### src/rtl/banco_registradores_param.sv
// -----------------------------------------------------------------------------
// banco_registradores_param
//
// Parametrised register bank feeding the two ALU operand paths. It has one
// synchronous write port and two independent read ports, A and B.
//
// Features:
//   - write-to-read bypass (BYPASS)
//   - optional registered read outputs (LEITURA_REGISTRADA)
//   - hardwired-zero register 0 (ZERO_R0)
//   - synchronous bank clear (limpar)
//
// Parameters:
//   LARGURA            data width of each register and of every data port
//   NUM_REGS           number of registers, 2..64 (need not be a power of 2)
//   LARGURA_END        address width, must equal $clog2(NUM_REGS)
//   LEITURA_REGISTRADA 0: combinational reads, 1: reads registered (1 cycle)
//   BYPASS             1: a read of the register being written returns the
//                      new data in the same cycle
//   ZERO_R0            1: register 0 always reads 0 and ignores writes
//
// Ports:
//   clock               in   rising-edge clock
//   resetn              in   asynchronous reset, active-low
//   limpar              in   synchronous clear of every register
//   escrita_en          in   write enable
//   endereco_escrita    in   write address
//   dado_escrita        in   write data
//   endereco_leitura_a  in   read address, port A
//   endereco_leitura_b  in   read address, port B
//   saida_a             out  read data, port A
//   saida_b             out  read data, port B
// -----------------------------------------------------------------------------
module banco_registradores_param #(
    parameter int LARGURA            = 16,
    parameter int NUM_REGS           = 8,
    parameter int LARGURA_END        = 3,
    parameter int LEITURA_REGISTRADA = 0,
    parameter int BYPASS             = 1,
    parameter int ZERO_R0            = 0
) (
    input  logic                   clock,
    input  logic                   resetn,
    input  logic                   limpar,
    input  logic                   escrita_en,
    input  logic [LARGURA_END-1:0] endereco_escrita,
    input  logic [LARGURA-1:0]     dado_escrita,
    input  logic [LARGURA_END-1:0] endereco_leitura_a,
    input  logic [LARGURA_END-1:0] endereco_leitura_b,
    output logic [LARGURA-1:0]     saida_a,
    output logic [LARGURA-1:0]     saida_b
);

    // The register count is widened by one bit so that the range check also
    // works when NUM_REGS is exactly 2**LARGURA_END.
    localparam logic [LARGURA_END:0] NUM_REGS_W = (LARGURA_END + 1)'(NUM_REGS);

    // ------------------------------------------------------------------
    // Write qualification
    // ------------------------------------------------------------------
    logic end_escrita_no_banco;
    logic escrita_em_r0_fixo;
    logic escrita_valida;

    assign end_escrita_no_banco = ({1'b0, endereco_escrita} < NUM_REGS_W);
    assign escrita_em_r0_fixo   = (ZERO_R0 != 0) && (endereco_escrita == '0);
    assign escrita_valida       = escrita_en && end_escrita_no_banco && !escrita_em_r0_fixo;

    // ------------------------------------------------------------------
    // Register storage
    // ------------------------------------------------------------------
    // Each register is its own flop group, because the asynchronous reset
    // and the single-cycle clear both have to touch every entry at once.
    logic [LARGURA-1:0] banco [NUM_REGS];

    generate
        for (genvar gi = 0; gi < NUM_REGS; gi++) begin : gen_reg
            if ((ZERO_R0 != 0) && (gi == 0)) begin : gen_zero
                // Register 0 is hardwired to zero.
                // No storage is built for it.
                assign banco[gi] = '0;
            end else begin : gen_ff
                localparam logic [LARGURA_END-1:0] INDICE = LARGURA_END'(gi);
                logic [LARGURA-1:0] valor_reg;

                // limpar takes priority over a write in the same cycle.
                always_ff @(posedge clock or negedge resetn) begin
                    if (!resetn) begin
                        valor_reg <= '0;
                    end else if (limpar) begin
                        valor_reg <= '0;
                    end else if (escrita_valida && (endereco_escrita == INDICE)) begin
                        valor_reg <= dado_escrita;
                    end
                end

                assign banco[gi] = valor_reg;
            end
        end
    endgenerate

    // ------------------------------------------------------------------
    // Read ports
    // ------------------------------------------------------------------
    // Both ports are built from the same template: index 0 is A, index 1 is B.
    logic [LARGURA_END-1:0] endereco_leitura [2];
    logic [LARGURA-1:0]     saida_porta      [2];

    assign endereco_leitura[0] = endereco_leitura_a;
    assign endereco_leitura[1] = endereco_leitura_b;

    generate
        for (genvar gi = 0; gi < 2; gi++) begin : gen_porta
            logic [LARGURA-1:0] valor_armazenado;
            logic [LARGURA-1:0] valor_leitura;

            // N:1 read mux.
            // Addresses at or above NUM_REGS match no entry, so they read 0.
            // An out-of-range address can therefore never produce X.
            always_comb begin
                valor_armazenado = '0;
                for (int i = 0; i < NUM_REGS; i++) begin
                    if (endereco_leitura[gi] == LARGURA_END'(i)) begin
                        valor_armazenado = banco[i];
                    end
                end
            end

            if (BYPASS != 0) begin : gen_bypass
                // Forward the value the bank will hold after this edge.
                // The write qualification already rejects out-of-range
                // addresses and the fixed R0, so those never forward.
                always_comb begin
                    valor_leitura = valor_armazenado;
                    if (limpar) begin
                        valor_leitura = '0;
                    end else if (escrita_valida &&
                                 (endereco_leitura[gi] == endereco_escrita)) begin
                        valor_leitura = dado_escrita;
                    end
                end
            end else begin : gen_sem_bypass
                assign valor_leitura = valor_armazenado;
            end

            if (LEITURA_REGISTRADA != 0) begin : gen_saida_reg
                logic [LARGURA-1:0] saida_reg;

                always_ff @(posedge clock or negedge resetn) begin
                    if (!resetn) begin
                        saida_reg <= '0;
                    end else begin
                        saida_reg <= valor_leitura;
                    end
                end

                assign saida_porta[gi] = saida_reg;
            end else begin : gen_saida_comb
                // Mask the output while reset is low.
                // Otherwise a bypassed write could still show through
                // during reset.
                assign saida_porta[gi] = resetn ? valor_leitura : '0;
            end
        end
    endgenerate

    assign saida_a = saida_porta[0];
    assign saida_b = saida_porta[1];

endmodule

### config.mk
export PLATFORM = sky130hd
export DESIGN_NAME = banco_registradores_param
export DESIGN_NICKNAME = d
export VERILOG_FILES = /design/src/rtl/banco_registradores_param.sv
export SDC_FILE = /design/constraint.sdc
export NUM_CORES = 1
export LEC_CHECK = 0
export ABC_AREA = 1
export CAP_MARGIN = 20
export CELL_PAD_IN_SITES_DETAIL_PLACEMENT = 1
export CELL_PAD_IN_SITES_GLOBAL_PLACEMENT = 1
export CORE_MARGIN = 5
export CORE_UTILIZATION = 43
export DETAILED_ROUTE_END_ITERATION = 10
export GPL_ROUTABILITY_DRIVEN = 0
export PLACE_DENSITY = 0.77
export SLEW_MARGIN = 20
export SYNTH_ARGS = -nofsm -noshare
export SYNTH_HDL_FRONTEND = slang
export SYNTH_SLANG_ARGS = --single-unit
### constraint.sdc
create_clock -name clock -period 1.83 [get_ports clock]
set_input_delay 0.366 -clock clock [delete_from_list [all_inputs] [get_ports clock]]
set_output_delay 0.366 -clock clock [all_outputs]
set_load 0.01 [all_outputs]
[Yosys cells after proc, flatten, opt, wreduce, memory -nomap -nowiden]
Cells that the tools add are included.
Word-level totals
  register bits: 128
  bits in latches: 0
  memory bits (writable): 0
  memory bits (read-only): 0
  input port bits: 29
  memories: 0
Cells by class
  add/sub/neg operators: 0
  $mul: 0
  div/mod/pow operators: 0
  order comparisons: 0
  equal/unequal tests: 23
  shift operators: 0
  multiplexer cells: 38
  bitwise operators: 0
  reductions and logical operators: 21
Operators with widths (count)
  2-to-1 mux 16 bit: 38
  equality test 3 bit (second input constant): 12
  equality test 3 x 2 -> 1 bit (second input constant): 6
  nonzero test 2 bit: 8
  logical AND 1 bit: 10
  equality test 3 x 1 -> 1 bit (second input constant): 3
  logical NOT 3 bit: 3
  equality test 3 bit: 2

[Logic depth before layout (Yosys ltp)]
Gate-level depths: netlist (run 1).
  depth in word-level cells: 12
  depth in mapped cells: 12
  gate-level depth less buffers: 10

[Worst setup path after synthesis (run 1)]
Ideal clock, no wire load.
  path type: input to output
  from: in endereco_leitura_b[0]
  to: out saida_b[10]
  arrival: 1478 ps
  required time: 1464 ps
  path slack: -14 ps
  cell stages on the path: 6
  cells stage by stage: buf_4 -> inv_2 -> nor3_2 -> buf_4 -> a21oi_1 -> a21oi_1
Between the ends
  longest elaborated chain between the ends: 12
  elaborated cells on any way between the ends: 21
  classes of those cells: 8 x eq/ne; 11 x mux; 2 x reduce/logical
Ends and longest elaborated chain
  start: declaration: RTL line 49  | input logic [LARGURA_END-1:0] endereco_leitura_b,
  logical NOT 3 bit: RTL line 123  | if (endereco_leitura[gi] == LARGURA_END'(i)) begin
  2-to-1 mux 16 bit (8 in a row): RTL line 123
  2-to-1 mux 16 bit *: RTL line 137  | end else if (escrita_valida &&
  2-to-1 mux 16 bit *: RTL line 135  | if (limpar) begin
  2-to-1 mux 16 bit *: RTL line 162  | assign saida_porta[gi] = resetn ? valor_leitura : '0;
  end: declaration: RTL line 51  | output logic [LARGURA-1:0] saida_b
Mark *: on every way between the ends. The rest lies on a longest branch, timed or not.

[Worst setup path in the final report (run 1)]
  from: in endereco_leitura_b[1]
  to: out saida_b[14]
Same word-level chain as after synthesis.

==> implementation parameters, run 1 <==
Parameter                              Value

Cells and area
  Layout overhead on the synthesized area    46.8%
  End-of-flow core utilization    0.644
  Finished Layout Cells    1476
  Layout net count    1267
  Commonest non-fill, non-tap cell in the layout    nand2_1
  ANT cells    0
  Commonest cells after routing, fill and taps aside    251 x nand2_1, 126 x dfrtp_1, 111 x inv_1, 106 x o21ai_0, 104 x buf_4
  Share of post-route cells with drive strength above 1    0.373
  Flip-flop count of the largest register after layout    ~130

Floorplanning
  Height of the die    approximately 140 um
  Floorplan core area    17400 um^2
  Horizontal die dimension    143 um
  Total Die Area    slightly above 20000 um^2
  Placement Rows    48
  Number of top-level pins    61
  Effective utilization at floorplan    0.439

Power and ir drop
  Pwr Total    8.46 mW
  Max rail drop VDD    0.000736 V
  P per Cell Area    756 nW/um^2
  Reported leakage power    5.47 nW

Job
  Maxcap violations    0

Synthesis
  Post-Synthesis Cells    1042
  Synth Area per Inst    7.31 um^2
  Synthesized flop and latch total    128
  Netlist cell types    24
  Synth warnings    0
  Post-Syn Area    between 7000 and 8000 um^2
  Proportion of synthesized chip area in sequential cells    0.420
  Net count of the mapped netlist    1071

Hold path
  Class of the most critical hold timing path    input pin to asynchronous set/reset pin

Worst setup path
  Highest-delay cell along the critical path    o21ai_0
  Setup slack on the worst flop-to-flop path    0.47 ns
  Type of element launching the critical path    input pin
  Endpoint of the worst register-to-register path    gen_reg[2].gen_ff.valor_reg[15]
  Data arrival at the endpoint of the critical path    1.89 ns
  Maximum net fanout on the critical path    4
  Logic depth of the worst register-to-register path    2
  Critical path data required time    1.46 ns
  Critical path class    input pin to output port
  CP Capture Type    output port
  Cell type with the highest occurrence count on the critical path    inv_1
  Largest stage delay, worst path    0.27 ns
  Series of cell instances along the critical path    buf_8 -> inv_1 -> nand2_1 -> a21oi_1 -> nand2_2 -> buf_4 -> o21ai_0 -> inv_1 -> nand2_1 -> inv_1 -> buf_2
  Reg-to-Reg Start    gen_reg[2].gen_ff.valor_reg[15]

STA
  Relative slew slack    0.368
  Period utilisation layout    1.23
  Final setup violation count    41
  RSZ-0062 raised after global routing    yes
  Post-route setup TNS    -10.15 ns
  Slew Viols, Final    0
  Hold violation count in the final report    0
  Final setup slack of the worst path    -0.426 ns
  Actual transition at the worst max-transition pin    0.945 ns
  Peak Freq    443 MHz
  Final worst clock skew    0 ns
  Post-layout minimum cycle time    2.26 ns

GRT
  Total gr overflow    0
  Vias in the first global route    9214
  Global-route wire length before repair    50400 um
  Largest net degree at the start of global routing    69
  Initial antenna violation count    0
  Combined global-route utilization of all metal layers    0.323

Route
  Remaining DRCs    0
  Total via count after detailed routing    ~9000
  Overall routed net length    38000 um
  Antenna violation net count after detailed routing    0
  DR WL/cell    25.7 um
  Pre-Repair DR Iteration Count    5
  Count of routing violations after the opening detailed-route iteration    711
  Via/cell ratio    6.08

Run status
  Failing checks    setup timing
  Outcome    complete, but fails checks

Clock tree
  CTS tree    built
  Max Root-Sink Buffers    2
  H-tree depth    4
  Clock transition time at the flip-flop clock pins of the worst setup and hold paths    around 0.06 ns
  Cts bufs inserted    17
  Clock insertion delay at the later pin of the skew report    0.44 ns
  Clk root buf    clkbuf_16
  Clk sink count    128

Placement
  Number of placed cells counting well taps    1384
  IO Port Bufs    60
  Place WS    -1.16 ns
  HPWL Detailed    20300 um
==> cell families (layout without fill, tap and decap cells) <==
| kind of cell | Yosys count | after routing | synth area share |
|---|---|---|---|
| buf+inv | 177 | 386 | 0.0999 |
| flops | 128 | 128 | 0.420 |
| compound gates | 186 | 186 | 0.122 |
| mux | 53 | 53 | 0.0784 |
| simple gates | 498 | 498 | 0.279 |
==> cells in the mapped netlist (all sizes together) <==
library cell / number / area, um^2
buf: 33 / 216
a21oi: 63 / 315
mux2: 53 / 597
o21ai: 123 / 616
clkbuf: 17 / 65.1
nor4: 1 / 6.26
inv: 125 / 472
nand2: 311 / 1170
nor2: 90 / 338
dfrtp: 128 / 3200
clkinv: 2 / 7.51
nand3: 40 / 210
or2: 1 / 6.26
nand4: 48 / 300
nor3: 7 / 95.1
==> how the worst max path moves through the flow <==
stage / start / to / cells past startpoint
final: endereco_leitura_b[1] / saida_b[14] / 11
after floorplan: endereco_leitura_b[0] / saida_b[1] / 11
after global routing: endereco_leitura_b[1] / saida_b[1] / 10
after global placement: endereco_leitura_a[0] / saida_a[14] / 10
after detailed placement: endereco_leitura_b[0] / saida_b[2] / 11
after CTS: endereco_leitura_b[2] / saida_b[3] / 13
==> stage by stage <==
stage	hold WS, ns	instance area, um^2
final	0.207	11200
after global routing	0.272	11200
after CTS	0.240	10600
after detailed placement	0.503	9280
after global placement	0.497	9280
after floorplan	0.0704	7620
==> worst max-delay path, delay by kind of cell <==
family / cells / cell delay (ns)
AOI/OAI and AO/OA: 2 / 0.52
buffers and inverters: 6 / 0.65
and+or+nand+nor: 3 / 0.35
==> area by class of cell <==
class	instances	area, um^2
Clock buffer	18	429
Clock inverter	14	109
Fill cell	2053	6180
Inverter	127	508
Multi-Input combinational cell	737	4350
Sequential cell	128	3210
Tap cell	225	282
Timing Repair Buffer	226	2280
Timing Repair inverter	1	11.3
==> per-layer routing <==
layer  wire, um  track usage
met2      19000        0.582
met4       2940        0.185
met3       2640       0.0546
met5          0            0
met1      13400        0.358
==> power by group <==
part           leakage [nW]  internal, mW  switching (mW)  total [mW]
registers              1.66          3.07           0.197        3.27
clock network         0.267          1.75            1.48        3.23
logic                  3.54         0.796            1.16        1.95
==> what timing repair did <==
item / 4_1_cts / 5_1_grt
pin swaps: 105 / 100
setup endpoints to repair: 34 / 63
gates cloned: 6 / 5
resized for setup: 337 / 129
hold buffers: 0 / 0
buffers inserted: 45 / 10
Note: power is estimated with default switching activity, not from simulation.
==> inputs of run 2 (changes only) <==
--- a/config.mk
+++ b/config.mk
@@ -18,3 +18,4 @@
 export SYNTH_ARGS = -nofsm -noshare
 export SYNTH_HDL_FRONTEND = slang
 export SYNTH_SLANG_ARGS = --single-unit
+export TNS_END_PERCENT = 100
==> results of run 2 <==
No change in the layout: final DEF, timing and power equal those of run 1.
